`src/rtl/calendar_pkg.sv`:
```
// Shared calendar types, constants and the month-length rule.
package calendar_pkg;

  typedef logic [3:0] month_t;
  typedef logic [4:0] date_t;
  typedef logic [2:0] dow_t;

  localparam int MONTHS        = 12;
  localparam int DAYS_PER_WEEK = 7;

  function automatic date_t month_len(month_t m, int feb);
    date_t len;
    case (m)
      4'd4, 4'd6, 4'd9, 4'd11: len = 5'd30;
      4'd2:                    len = date_t'(feb);
      default:                 len = 5'd31;
    endcase
    return len;
  endfunction

endpackage

```
`src/rtl/bin2bcd_2d.sv`:
```
// Combinational 0-31 binary to two BCD digits.
module bin2bcd_2d (
  input  logic [4:0] bin_i,
  output logic [3:0] tens_o,
  output logic [3:0] ones_o
);

  always_comb begin
    tens_o = 4'd0;
    ones_o = bin_i[3:0];
    if (bin_i >= 5'd30) begin
      tens_o = 4'd3;
      ones_o = 4'(bin_i - 5'd30);
    end else if (bin_i >= 5'd20) begin
      tens_o = 4'd2;
      ones_o = 4'(bin_i - 5'd20);
    end else if (bin_i >= 5'd10) begin
      tens_o = 4'd1;
      ones_o = 4'(bin_i - 5'd10);
    end
  end

endmodule

```
`src/rtl/calendar_core.sv`:
```
// Month/date/day-of-week calendar with set-mode advance buttons and BCD outputs.
module calendar_core
  import calendar_pkg::*;
#(
  parameter int FEB_DAYS = 28
) (
  input  logic       Clk,
  input  logic       Reset,
  input  logic       day_tick,
  input  logic       Timeset,
  input  logic       Dateadv,
  input  logic       Monthadv,
  input  logic       Dayadv,
  output logic [3:0] month,
  output logic [4:0] date,
  output logic [2:0] day,
  output logic [3:0] Month1,
  output logic [3:0] Month0,
  output logic [3:0] Date1,
  output logic [3:0] Date0,
  output logic       year_tick
);

  month_t month_q, month_d, month_inc, month_set;
  date_t  date_q, date_d, len_cur, len_set;
  dow_t   day_q, day_d, day_inc;
  logic   year_q, year_d;

  always_comb begin
    month_inc = (month_q == month_t'(MONTHS)) ? 4'd1 : month_q + 4'd1;
    day_inc   = (day_q == dow_t'(DAYS_PER_WEEK - 1)) ? 3'd0 : day_q + 3'd1;
    month_set = Monthadv ? month_inc : month_q;
    len_cur   = month_len(month_q, FEB_DAYS);
    len_set   = month_len(month_set, FEB_DAYS);

    month_d = month_q;
    date_d  = date_q;
    day_d   = day_q;
    year_d  = 1'b0;

    if (Timeset) begin
      month_d = month_set;
      // Date wraps/clamps against the length of the month being entered this cycle.
      if (Dateadv)
        date_d = (date_q >= len_set) ? 5'd1 : date_q + 5'd1;
      else if (date_q > len_set)
        date_d = len_set;
      if (Dayadv)
        day_d = day_inc;
    end else if (day_tick) begin
      day_d = day_inc;
      if (date_q < len_cur) begin
        date_d = date_q + 5'd1;
      end else begin
        date_d  = 5'd1;
        month_d = month_inc;
        year_d  = (month_q == month_t'(MONTHS));
      end
    end
  end

  always_ff @(posedge Clk) begin
    if (Reset) begin
      month_q <= 4'd1;
      date_q  <= 5'd1;
      day_q   <= '0;
      year_q  <= 1'b0;
    end else begin
      month_q <= month_d;
      date_q  <= date_d;
      day_q   <= day_d;
      year_q  <= year_d;
    end
  end

  assign month     = month_q;
  assign date      = date_q;
  assign day       = day_q;
  assign year_tick = year_q;

  bin2bcd_2d u_month_bcd (
    .bin_i  ({1'b0, month_q}),
    .tens_o (Month1),
    .ones_o (Month0)
  );

  bin2bcd_2d u_date_bcd (
    .bin_i  (date_q),
    .tens_o (Date1),
    .ones_o (Date0)
  );

endmodule
```
`config.mk`:
```
export PLATFORM = sky130hd
export DESIGN_NAME = calendar_core
export DESIGN_NICKNAME = d
export VERILOG_FILES = /design/src/rtl/calendar_pkg.sv /design/src/rtl/bin2bcd_2d.sv /design/src/rtl/calendar_core.sv
export SDC_FILE = /design/constraint.sdc
export NUM_CORES = 1
export LEC_CHECK = 0
export CORE_MARGIN = 2
export CORE_UTILIZATION = 40
export CTS_BUF_LIST = sky130_fd_sc_hd__clkbuf_2 sky130_fd_sc_hd__clkbuf_4 sky130_fd_sc_hd__clkbuf_8
export CTS_CLUSTER_DIAMETER = 30
export DETAILED_ROUTE_END_ITERATION = 16
export PLACE_DENSITY = 0.7
export SLEW_MARGIN = 20
export SYNTH_ARGS = -nofsm -noshare
export SYNTH_HDL_FRONTEND = slang
export SYNTH_SLANG_ARGS = --single-unit
```
`constraint.sdc`:
```
create_clock -name Clk -period 5.05 [get_ports Clk]
set_clock_uncertainty 0.1 [all_clocks]
set_input_delay 0.505 -clock Clk [delete_from_list [all_inputs] [get_ports Clk]]
set_output_delay 0.505 -clock Clk [all_outputs]
set_load 0.05 [all_outputs]
```
Word level (Yosys, flattened, before mapping)
Index checks and enable logic that the tools add are counted.

operators by class
  $add $sub $neg = 9
  multipliers = 0
  div/mod/pow operators = 0
  order comparisons = 9
  equality and inequality tests = 15
  shifts and indexed selects = 0
  multiplexer cells = 29
  bitwise logic cells = 1
  reductions and logical operators = 7

operators by type and width
  kind                   number
  $mux W4                15
  $mux W5                6
  $eq A4 B4 Y1 const B   5
  $eq A4 B3 Y1 const B   4
  $sub A4 B4 Y4 const B  4
  $mux W3                4
  $reduce_or A4 Y1       3
  $ge A4 B5 Y1 const B   2
  $ge A5 B5 Y1 const B   2
  $eq A4 B2 Y1 const B   2
  $pmux W2 S2            2
  $sub A4 B3 Y4 const B  2
  $reduce_and A2 Y1      3
  $add A5 B1 Y5 const B  1
  $ge A5 B4 Y1 const B   1
  $ge A5 B5 Y1           1
  $gt A5 B5 Y1           1
  $lt A5 B5 Y1           1
  $add A4 B1 Y4 const B  1
  $ge A4 B4 Y1 const B   1
  $add A3 B1 Y3 const B  1
  $eq A3 B3 Y1 const B   1
  $ne A3 B1 Y1 const B   1
  $mux W1                2
  4 further kinds        4

storage, ports and cells
  register bits = 13
  bits in latches = 0
  memory bits (writable) = 0
  ROM bits = 0
  input port bits = 7
  word-level logic and storage cells = 74
  memories = 0

Longest topological paths before layout
  word-level depth = 10
  depth in mapped cells = 13
  gate-level depth less buffers = 13

By module
Synthesis repeated with hierarchy kept, for this count alone.

unflattened totals
  cells, all modules = 205
  area total of the unflattened synthesis = 1,691.6 um^2

modules (own cells, without submodules)
  module         times used  cells an instance  area each (um^2)  seq. area each (um^2)
  calendar_core  1           139                1,133.6           260.2
  bin2bcd_2d     2           33                 279.0             0.0

Worst setup path before layout
Ideal clock, no wire load.

  path type = flip-flop to output port
  start point = register date_q[1], in the netlist date[1]
  end point = output port Date0[1]
  data arrival time = 3,481 ps
  required time = 4,445 ps
  setup slack = 964 ps
  cell stages (with the launch flop) = 7
  path buffers = 0
  path through = dfxtp_1 inv_1 ha_1 nor2b_1 o31a_1 o21ai_0 xnor2_1

between the ends
  cells in the longest elaborated chain, start to end = 4
  elaborated cells on any way between the ends = 9
  those cells by class = 3 x add/sub; 3 x order compare; 3 x mux

RTL lines
  element                                               RTL line                            RTL
  start, declared                                       calendar_core.sv:25                 date_t date_q, date_d, len_cur, len_set;
  start signal, assigned                                calendar_core.sv:70                 date_q <= date_d;
  $sub A4 B4 Y4 / $ge A5 B4 Y1 (equally long branches)  bin2bcd_2d.sv:19, bin2bcd_2d.sv:17
  $mux W4                                               bin2bcd_2d.sv:17                    end else if (bin_i >= 5'd10) begin
  $mux W4                                               bin2bcd_2d.sv:14                    end else if (bin_i >= 5'd20) begin
  $mux W4 *                                             bin2bcd_2d.sv:11                    if (bin_i >= 5'd30) begin
  end, declared                                         calendar_core.sv:20                 output logic [3:0] Date0,

Mark *: on every way between the ends. The rest lies on a longest branch, timed or not.

Worst setup path after layout
  start point = register month_q[0], in the netlist month[0]
  end point = register date_q[0], in the netlist date[0]

between the ends
  cells in the longest elaborated chain, start to end = 10
  elaborated cells on any way between the ends = 29
  those cells by class = 1 x add/sub; 3 x order compare; 12 x eq/ne; 10 x mux; 3 x reduce/logical

RTL lines
  element                                               RTL line             RTL
  start, declared                                       calendar_core.sv:24  month_t month_q, month_d, month_inc, month_set;
  start signal, assigned                                calendar_core.sv:69  month_q <= month_d;
  $add A4 B1 Y4 / $eq A4 B4 Y1 (equally long branches)  calendar_core.sv:30  month_inc = (month_q == month_t'(MONTHS)) ? 4'd1 : month_q + 4'd1;
  $mux W4                                               calendar_core.sv:30
  $mux W4                                               calendar_core.sv:32  month_set = Monthadv ? month_inc : month_q;
  $eq A4 B3 Y1 / $eq A4 B4 Y1 (equally long branches)   calendar_pkg.sv:13   case (m)
  $reduce_or A4 Y1                                      calendar_pkg.sv:13
  $pmux W2 S2                                           calendar_pkg.sv:13
  $ge A5 B5 Y1                                          calendar_core.sv:45  date_d = (date_q >= len_set) ? 5'd1 : date_q + 5'd1;
  $mux W5                                               calendar_core.sv:45
  $mux W5                                               calendar_core.sv:44  if (Dateadv)
  $mux W5                                               calendar_core.sv:41  if (Timeset) begin

Parallel ways exist; a longest one is shown, timed or not. The select of a mux whose other input is x is not followed.
A chain may end at the register's enable or synchronous reset.

==> out/summary.log <==
qor: final_layout.multiInputGateArea 996 um2
qor: power_and_ir_drop.leak_pwr 0.710 nW
qor: die.placementRows 21
qor: global_routing.pin_count_of_the_biggest_net_entering_global_routing 19
qor: timing.final.period_utilization 0.714
qor: worst_setup_path.critical_path.startpoint_type register
qor: min_path.hold_path.class register to register
qor: worst_setup_path.path_max_fanout 11
qor: timing.slew_violations 0
qor: worst_setup_path.critical_path.reg2reg.endpoint date[0]
qor: worst_setup_path.setup.reg_to_reg.worst_slack 1.45 ns
qor: synth.synthesis.instances 187
qor: power_and_ir_drop.power_density 188 nW/um2
qor: clock_tree.cts_tree yes
qor: timing.setup_violations 0
qor: placed_design.port_buffers 30
qor: worst_setup_path.worstSetupPathType register to register
qor: synth.top_ff_cell_synth sky130_fd_sc_hd__dfxtp_1
qor: final_layout.post_route_cells_drive_above_1_share 0.0238
qor: die.floorplan.initialDensity 0.414
qor: detailed_routing.top_layer met4
qor: final_layout.antenna_cells_inserted 0
qor: final_layout.fillCellCount 346
qor: min_path.hold_path_depth 2
qor: final_layout.final_nets 235
qor: final_layout.regArea 260 um2
qor: synth.syn_avg_cell_area 7.33 um2
qor: detailed_routing.met2_wirelength_from_detailed_routing 1.54 mm
qor: detailed_routing.finalWirelength 3.22 mm
qor: synth.netlist_area 1370 um2
qor: detailed_routing.route.detailed.vias_per_inst 5.50
qor: global_routing.grt_first_pass_wirelength 5.58 mm
qor: placed_design.globalplace.congestion 0.906
qor: synth.synth_seq_area_share 0.190
qor: clock_tree.post_cts_buffers 0
qor: global_routing.grt_antenna_before_repair 0
qor: synth.ys.warnings.count 0
qor: timing.timing.final.ws_setup 1.45 ns
qor: detailed_routing.met3_wirelength 133 um
qor: die.chipWidth 62.6 um
qor: final_layout.layout_commonest_cell sky130_fd_sc_hd__clkdlybuf4s50_1
qor: clock_tree.h-tree-depth 1
qor: power_and_ir_drop.power 0.000316 W
qor: worst_setup_path.cp-end-kind register
qor: clock_tree.clkSinkCount 13
qor: timing.report.final.hold_viol_count 0
qor: global_routing.overflow 0
qor: status.outcome complete, no violations
qor: min_path.hold_start day[2]
qor: timing.setup_repair_after_global_routing_missed_its_margin no
qor: die.top_level_ports 36
qor: placed_design.pre_cts_slack 1.51 ns
qor: detailed_routing.drt-initial-drc-count 71
qor: detailed_routing.routed-via-count 1409
qor: die.design.core.area 3310 um2
qor: placed_design.dpl.hpwl 2.46 mm
qor: final_layout.post_layout_util 0.508
qor: clock_tree.postCtsHoldBufs 0
qor: global_routing.vias_in_the_first_global_route 1262
qor: detailed_routing.wl_per_cell 12.6 um
qor: clock_tree.clk_path_buf_depth 2
qor: clock_tree.clk_latency 0.27 ns
qor: final_layout.commonest_non_fill_non_tap_cells_in_the_layout sky130_fd_sc_hd__clkdlybuf4s50_1 (30), sky130_fd_sc_hd__nand2_1 (22), sky130_fd_sc_hd__a21oi_1 (19)
qor: worst_setup_path.cp.required 5.12 ns
qor: timing.max_slew_margin 0.543
qor: power_and_ir_drop.vdd_ir_drop_max 81.7 uV
qor: timing.post-route-min-period 3.60 ns
qor: min_path.timing.hold.worst_endpoint day[2]
qor: timing.transition_time_of_the_tightest_slew_check_pin 0.682 ns
qor: detailed_routing.met1Wirelength 1.52 mm
qor: detailed_routing.detail_route.drc_violations 0
qor: synth.synth.ff_latch_count 13
qor: clock_tree.tritoncts.num_buffers 3
qor: worst_setup_path.reg2regPathDepth 13
qor: detailed_routing.count_of_antenna_violating_nets_left_after_detailed_routing 0
qor: worst_setup_path.critical_path.reg2reg.startpoint month[0]
qor: die.die_h 62.6 um
qor: global_routing.grt_util_all_layers 0.169
qor: clock_tree.cts_resized 0
qor: clock_tree.clkSlewWorstSetupHoldPaths 0.08 ns
qor: timing.max_clock_freq 0.277 GHz
qor: synth.synth_enable_flop_cells 0
qor: worst_setup_path.worstPathArrival 3.67 ns
qor: timing.setup_tns 0 ns
qor: synth.postSynth.asyncResetShare 0
qor: die.die_area 3910 um2
qor: detailed_routing.drt-pass1-iter-count 4
qor: synth.netlist-cell-type-count 48
qor: final_layout.area_growth 22.6%
qor: run.cap_violations 0
qor: clock_tree.cts_root_buffer sky130_fd_sc_hd__clkbuf_4
sequential cells by signal (all words and copies together) (netlist names):
name / count
date: 5
day: 3
year_tick: 1
month: 4
synth_stat cells, drive strengths merged, types with 2 or more instances:
master	instances	area share
nand2	22	0.060
a21oi	19	0.069
ha	17	0.16
dfxtp	13	0.19
nor2	12	0.033
o21ai	11	0.040
buf	10	0.054
inv	10	0.027
nor3	6	0.022
clkbuf	5	0.014
nor2b	5	0.023
mux2i	4	0.029
nand3	4	0.015
o31ai	4	0.022
a211oi	3	0.016
a31oi	3	0.014
nor4b	3	0.019
a21o	2	0.011
and3	2	0.0091
nand2b	2	0.0091
nand4	2	0.0091
o211ai	2	0.011
o21a	2	0.011
o31a	2	0.013
or2	2	0.0091
xnor2	2	0.013
per-stage QoR:
step,std cells,area (um2),hold WS [ns]
2_1_floorplan,191,1390,0.570
3_3_place_gp,252,1650,0.397
3_5_place_dp,252,1650,0.400
4_1_cts,256,1680,0.410
5_1_grt,256,1680,0.453
6_report,256,1680,0.410
final cells by class:
cell class | count | share of cell area
timing repair buffer | 30 | 0.179
sequential | 13 | 0.155
inverter | 10 | 0.0223
clock buffer | 4 | 0.0179
multi-input combinational | 153 | 0.592
tap | 46 | 0.0342
routing by layer:
metal,GRT usage,vias to the layer above
li1,-,714
met1,0.230,652
met5,0,-
met3,0.00721,2
met4,0.0611,0
met2,0.282,41
power by group:
group | switching (W) | internal, W | total, W
combinational | 0.0000807 | 0.0000447 | 0.000125
clock | 0.0000345 | 0.0000360 | 0.0000705
sequential | 0.0000125 | 0.000108 | 0.000120
worst max-delay path, stage by stage (launching register included):
cell	delay, ns
sky130_fd_sc_hd__dfxtp_1	0.53
sky130_fd_sc_hd__inv_1	0.18
sky130_fd_sc_hd__ha_1	0.24
sky130_fd_sc_hd__and2_1	0.20
sky130_fd_sc_hd__o21ai_0	0.17
sky130_fd_sc_hd__a31oi_1	0.12
sky130_fd_sc_hd__nor4b_1	0.45
sky130_fd_sc_hd__ha_1	0.34
sky130_fd_sc_hd__nor2b_1	0.14
sky130_fd_sc_hd__o21ai_0	0.26
sky130_fd_sc_hd__nor2_1	0.11
sky130_fd_sc_hd__a21oi_1	0.29
sky130_fd_sc_hd__a21oi_1	0.08
sky130_fd_sc_hd__a221o_1	0.30
worst max-delay path by stage:
stage                  start  endpoint  slack (ns)  cells after the start
finish              month[0]   date[0]        1.45                     13
global placement    month[0]   date[0]        1.63                     13
global route        month[0]   date[0]        1.12                     13
CTS                  date[1]  Date0[3]        1.49                      8
detailed placement  month[0]   date[0]        1.51                     13
floorplan            date[1]  Date0[1]        0.96                      6
cell families (layout without fill, tap and decap cells):
family          Yosys count  after routing  share of synthesized area
flops                    13             13                      0.190
buf+inv                  25             44                     0.0949
mux                       4              4                     0.0292
xor+xnor                  3              3                     0.0192
compound gates           56             56                      0.255
fa+ha+maj                17             17                      0.155
other cells               1              5                    0.00273
simple gates             68             68                      0.254
Note: power is estimated with default switching activity, not from simulation.
